## src/rtl/feeder_pkg.sv

```systemverilog
// Shared types and defaults for the NAND program feeder.
package feeder_pkg;

    localparam int PROG_LEN_DEFAULT = 8;

    typedef enum logic [2:0] {
        IDLE,
        PRESET,
        RUN,
        SETTLE,
        DONE
    } feeder_state_e;

endpackage

```

## src/rtl/nand_program_feeder_prog_shifter.sv

```systemverilog
// Parallel-load, LSB-first shift register that supplies the serial program bit.
module prog_shifter #(
    parameter int W = 8
) (
    input  logic         clk,
    input  logic         rst_n,
    input  logic         load,
    input  logic         shift,
    input  logic [W-1:0] din,
    output logic         ser
);

    logic [W-1:0] sr;

    always_ff @(posedge clk) begin
        if (!rst_n) begin
            sr <= '0;
        end else if (load) begin
            sr <= din;
        end else if (shift) begin
            sr <= {1'b0, sr[W-1:1]};
        end
    end

    assign ser = sr[0];

endmodule

```

## src/rtl/nand_program_feeder.sv

```systemverilog
// Streams a captured program into a 1-bit NAND accumulator core and captures its result.
// Optional FEEDER_MODEL_EN adds an internal reference accumulator that drives mismatch_o.
//
// state  | meaning
// IDLE   | waiting for start_i, outputs quiet
// PRESET | one-cycle preset pulse to the core
// RUN    | PROG_LEN cycles, one program bit per cycle, bit 0 first
// SETTLE | core output settles, captured into result_o on the closing edge
// DONE   | one-cycle done_o pulse, result_o valid
module nand_program_feeder
    import feeder_pkg::*;
#(
    parameter int PROG_LEN = PROG_LEN_DEFAULT
) (
    input  logic                clk,
    input  logic                rst_n,
    input  logic                start_i,
    input  logic [PROG_LEN-1:0] prog_i,
    input  logic                acc_i,
    output logic                preset_o,
    output logic                d_o,
    output logic                busy_o,
    output logic                done_o,
    output logic                result_o,
    output logic                mismatch_o
);

    localparam int CNT_W = $clog2(PROG_LEN + 1);
    localparam logic [CNT_W-1:0] CNT_LAST = CNT_W'(PROG_LEN - 1);

    feeder_state_e    state, state_nxt;
    logic [CNT_W-1:0] cnt;
    logic             ser;
    logic             load;
    logic             shift;

    prog_shifter #(.W(PROG_LEN)) u_shifter (
        .clk   (clk),
        .rst_n (rst_n),
        .load  (load),
        .shift (shift),
        .din   (prog_i),
        .ser   (ser)
    );

    always_ff @(posedge clk) begin
        if (!rst_n) begin
            state    <= IDLE;
            cnt      <= '0;
            result_o <= 1'b0;
        end else begin
            state <= state_nxt;
            if (load) begin
                cnt <= '0;
            end else if (state == RUN && cnt != CNT_LAST) begin
                cnt <= cnt + 1'b1;
            end
            if (state == SETTLE) begin
                result_o <= acc_i;
            end
        end
    end

    always_comb begin
        state_nxt = state;
        load      = 1'b0;
        shift     = 1'b0;
        preset_o  = 1'b0;
        d_o       = 1'b0;
        busy_o    = 1'b1;
        done_o    = 1'b0;
        case (state)
            IDLE: begin
                busy_o = 1'b0;
                if (start_i) begin
                    load      = 1'b1;
                    state_nxt = PRESET;
                end
            end
            PRESET: begin
                preset_o  = 1'b1;
                state_nxt = RUN;
            end
            RUN: begin
                d_o   = ser;
                shift = 1'b1;
                if (cnt == CNT_LAST) begin
                    state_nxt = SETTLE;
                end
            end
            SETTLE: begin
                state_nxt = DONE;
            end
            DONE: begin
                done_o    = 1'b1;
                state_nxt = IDLE;
            end
            default: begin
                busy_o    = 1'b0;
                state_nxt = IDLE;
            end
        endcase
    end

`ifdef FEEDER_MODEL_EN
    logic model_acc;

    // Reference accumulator: first RUN bit loads, later bits NAND into it.
    always_ff @(posedge clk) begin
        if (!rst_n) begin
            model_acc  <= 1'b0;
            mismatch_o <= 1'b0;
        end else begin
            if (load) begin
                mismatch_o <= 1'b0;
            end
            if (state == RUN) begin
                model_acc <= (cnt == '0) ? ser : ~(ser & model_acc);
            end
            if (state == SETTLE) begin
                mismatch_o <= (model_acc != acc_i);
            end
        end
    end
`else
    assign mismatch_o = 1'b0;
`endif

endmodule

```

## config.mk

```make
export PLATFORM = sky130hd
export DESIGN_NAME = nand_program_feeder
export DESIGN_NICKNAME = d
export VERILOG_FILES = /design/src/rtl/feeder_pkg.sv /design/src/rtl/nand_program_feeder_prog_shifter.sv /design/src/rtl/nand_program_feeder.sv
export SDC_FILE = /design/constraint.sdc
export NUM_CORES = 1
export LEC_CHECK = 0
export ABC_AREA = 1
export BUFFER_PORTS_ARGS = -buffer_cell sky130_fd_sc_hd__buf_2
export CAP_MARGIN = 5
export CORE_UTILIZATION = 51
export DETAILED_ROUTE_END_ITERATION = 7
export GPL_TIMING_DRIVEN = 0
export MAX_ROUTING_LAYER = met4
export PLACE_DENSITY = 0.81
export RECOVER_POWER = 50
export SLEW_MARGIN = 20
export SYNTH_ARGS = -nofsm -noshare
export SYNTH_HDL_FRONTEND = slang
export SYNTH_HIERARCHICAL = 1
export SYNTH_SLANG_ARGS = --single-unit
```

## constraint.sdc

```tcl
create_clock -name clk -period 1.5 [get_ports clk]
set_input_delay 0.15 -clock clk [delete_from_list [all_inputs] [get_ports clk]]
set_output_delay 0.15 -clock clk [all_outputs]
set_load 0.05 [all_outputs]
```

==> metrics.yaml <==
status: "finished clean"
cts_max_level: 1
vias: 817
end_kind: "output port"
reg2reg_depth: 5
synth_area_per_cell_um2: 6.69
final_util: 0.654
path_clk_slew_ps: 100
synth_mux_area_frac: 0
hold_depth: 3
rsz0062_at_grt: "false"
synth_seq_area_share: 0.380
grt_pass1_wl_mm: 2.96
worstMarginPinSlew_ps: 595
grt_overflow: 0
dp_hpwl_mm: 1.22
place_ws_ps: 107
cts_buffer_depth: 2
synthAdderAreaFrac: 0.0148
worstPathRequired_ps: 1350
fill_cells: 138
crit_arrival_ps: 1240
synth-simple-area-share: 0.401
fp.dieH_um: 42.7
drc: 0
max_slew_margin: 0.605
cap_violations: 0
synth_compound_area_frac: 0.0742
cts-root-buf: "clkbuf_4"
grt_start_max_net_pins: 11
portBuffers: 16
reg2reg_from: "cnt[0]"
drt.antenna.violating_nets: 0
avgRoutedWirePerCell_um: 9.99
finalNetCount: 160
min_path_type: "primary input to register"
start_util: 0.553
yosysTopAreaCellShare: 0.380
dp.cells: 158
yosysUniqueCellTypes: 22
grt_pass1_vias: 748
synthTopCellsByArea: "dfxtp_1 (38%), nand2_1 (22%), inv_1 (7.1%)"
postCtsHoldBufs: 0
synthesis.area_um2: 843
worst_skew_pair.late_latency_ps: 280
min-delay-start: "rst_n"
synth_area_leader_cell: "dfxtp_1"
cts_tree: "yes"
syn-num-nets: 139
antenna_found_initial: 0
post_drt_via_cell_ratio: 5.04
max_freq_mhz: 718
rows: 14
drive_above_1_share: 0.247
hold_viol: 0
grt_util_all_layers: 0.219
drv_slew: 0
synth_top_family_by_area: "simple AND/OR/NAND/NOR gates"
finalCritPeriodShare: 0.928
post_dp_cell_area_um2: 953
finalWirelength_mm: 1.62
peakVddDrop_uv: 615
synth-xor-area-share: 0.0104
drt_pass1_iterations: 4
cts_buffers: 3
startpoint: "state[0]"
setup_ws_ps: 107
io_pins: 18
area_delta_synth_final_pct: 18.2
fin_cells: 162
drt_iter0_markers: 17
fin_worst_skew_ps: 3.64
leakage_nw: 0.501
fin_crit_ps: 1390
core_area_um2: 1520
power.density_nw_per_um2: 1040
yosysWarnings: 6
synth-seq-cells: 16
diodes: 0
startpoint_type: "register"
cp_max_fo: 5
die_w_um: 42.7
finalInstanceArea_um2: 997
path_class: "register to output port"
syn_inst: 126
setup_violations: 0
clock_sinks: 16
dieArea_um2: 1820
gp_congestion: 0.755
[repair_timing]
item                                    4_1_cts  5_1_grt
endpoints found under the setup margin        1        2
gates resized for setup                       3        4
pin swaps                                     0        0
buffers inserted                              0        0
[metrics by stage]
step | total power [mW] | hold WS, ps | setup TNS (ps)
after floorplan | 0.694 | 248 | -3.20
after global placement | 0.746 | 404 | 0
after detailed placement | 0.754 | 414 | 0
after CTS | 1.04 | 107 | 0
after global routing | 1.10 | 124 | 0
final | 1.04 | 110 | 0
[layout by cell type (no fill, tap or decap)]
master,count
conb_1,1
buf_6,1
nor4_1,1
nor3_2,2
nor2_8,1
nor2_1,4
inv_1,16
nand2_2,1
clkbuf_1,1
buf_4,3
nand3b_1,1
nor2_2,1
o211ai_1,1
xor2_1,1
nand2_1,50
nand3_2,1
dfxtp_1,13
dfxtp_2,3
clkbuf_4,4
nand3_1,8
inv_2,3
a21oi_1,11
clkbuf_8,1
buf_2,13
ha_1,1
nor2_4,2
nand4_1,1
[synthesized netlist by cell type (all sizes together)]
| library cell | count |
|---|---|
| nand2 | 51 |
| inv | 19 |
| dfxtp | 16 |
| a21oi | 11 |
| nand3 | 9 |
| nor2 | 8 |
| buf | 3 |
| nor3 | 2 |
| conb | 1 |
| ha | 1 |
| nand3b | 1 |
| nand4 | 1 |
| nor4 | 1 |
| o211ai | 1 |
| xor2 | 1 |
[critical path: stages, from the launching register on]
cell and delay (ps):
dfxtp_2 380, nor2_4 150, xor2_1 200, buf_4 230
[power by group]
group | switching (mW) | internal (mW) | total [mW]
clock network | 0.137 | 0.148 | 0.285
registers | 0.0312 | 0.460 | 0.491
logic | 0.167 | 0.0957 | 0.263
total | 0.335 | 0.704 | 1.04
[routing by layer]
layer | part of all wire | track usage | vias to the layer above
met1 | 0.44 | 0.263 | 367
met4 | 0.017 | 0.0938 | 0
li1 | - | - | 430
met3 | 0.030 | 0.0255 | 4
met5 | 0 | - | -
met2 | 0.51 | 0.367 | 16
[logic make-up (layout without fill, tap and decap cells)]
logic type / count (synthesis) / after routing
and+or+nand+nor: 73 / 73
buffers and inverters: 22 / 42
AOI/OAI and AO/OA: 12 / 12
DFF: 16 / 16
other: 1 / 1
adders and majority gates: 1 / 1
xor gates and xnor gates: 1 / 1
[worst paths after layout]
kind / endpoint / slack (ps)
setup / recovery: busy_o / 110
hold / removal: u_shifter/sr[0] / 110
setup reg to reg: cnt[2] / 240
hold reg to reg: u_shifter/sr[3] / 470
[sequential cells by signal, indices dropped and copies added (netlist names)]
| signal | flops |
|---|---|
| cnt | 4 |
| state | 3 |
| u_shifter/sr | 8 |
| result_o | 1 |
[layout make-up]
cell class | count | area [µm²] | share of cell area
multi-input combinational | 88 | 435 | 0.437
sequential | 16 | 324 | 0.325
timing repair buffer | 16 | 83.8 | 0.0841
inverter | 19 | 71.3 | 0.0715
clock buffer | 4 | 36.3 | 0.0364
buffer | 3 | 26.3 | 0.0263
tap | 16 | 20.0 | 0.0201
Power figures use the tool's default switching activity.
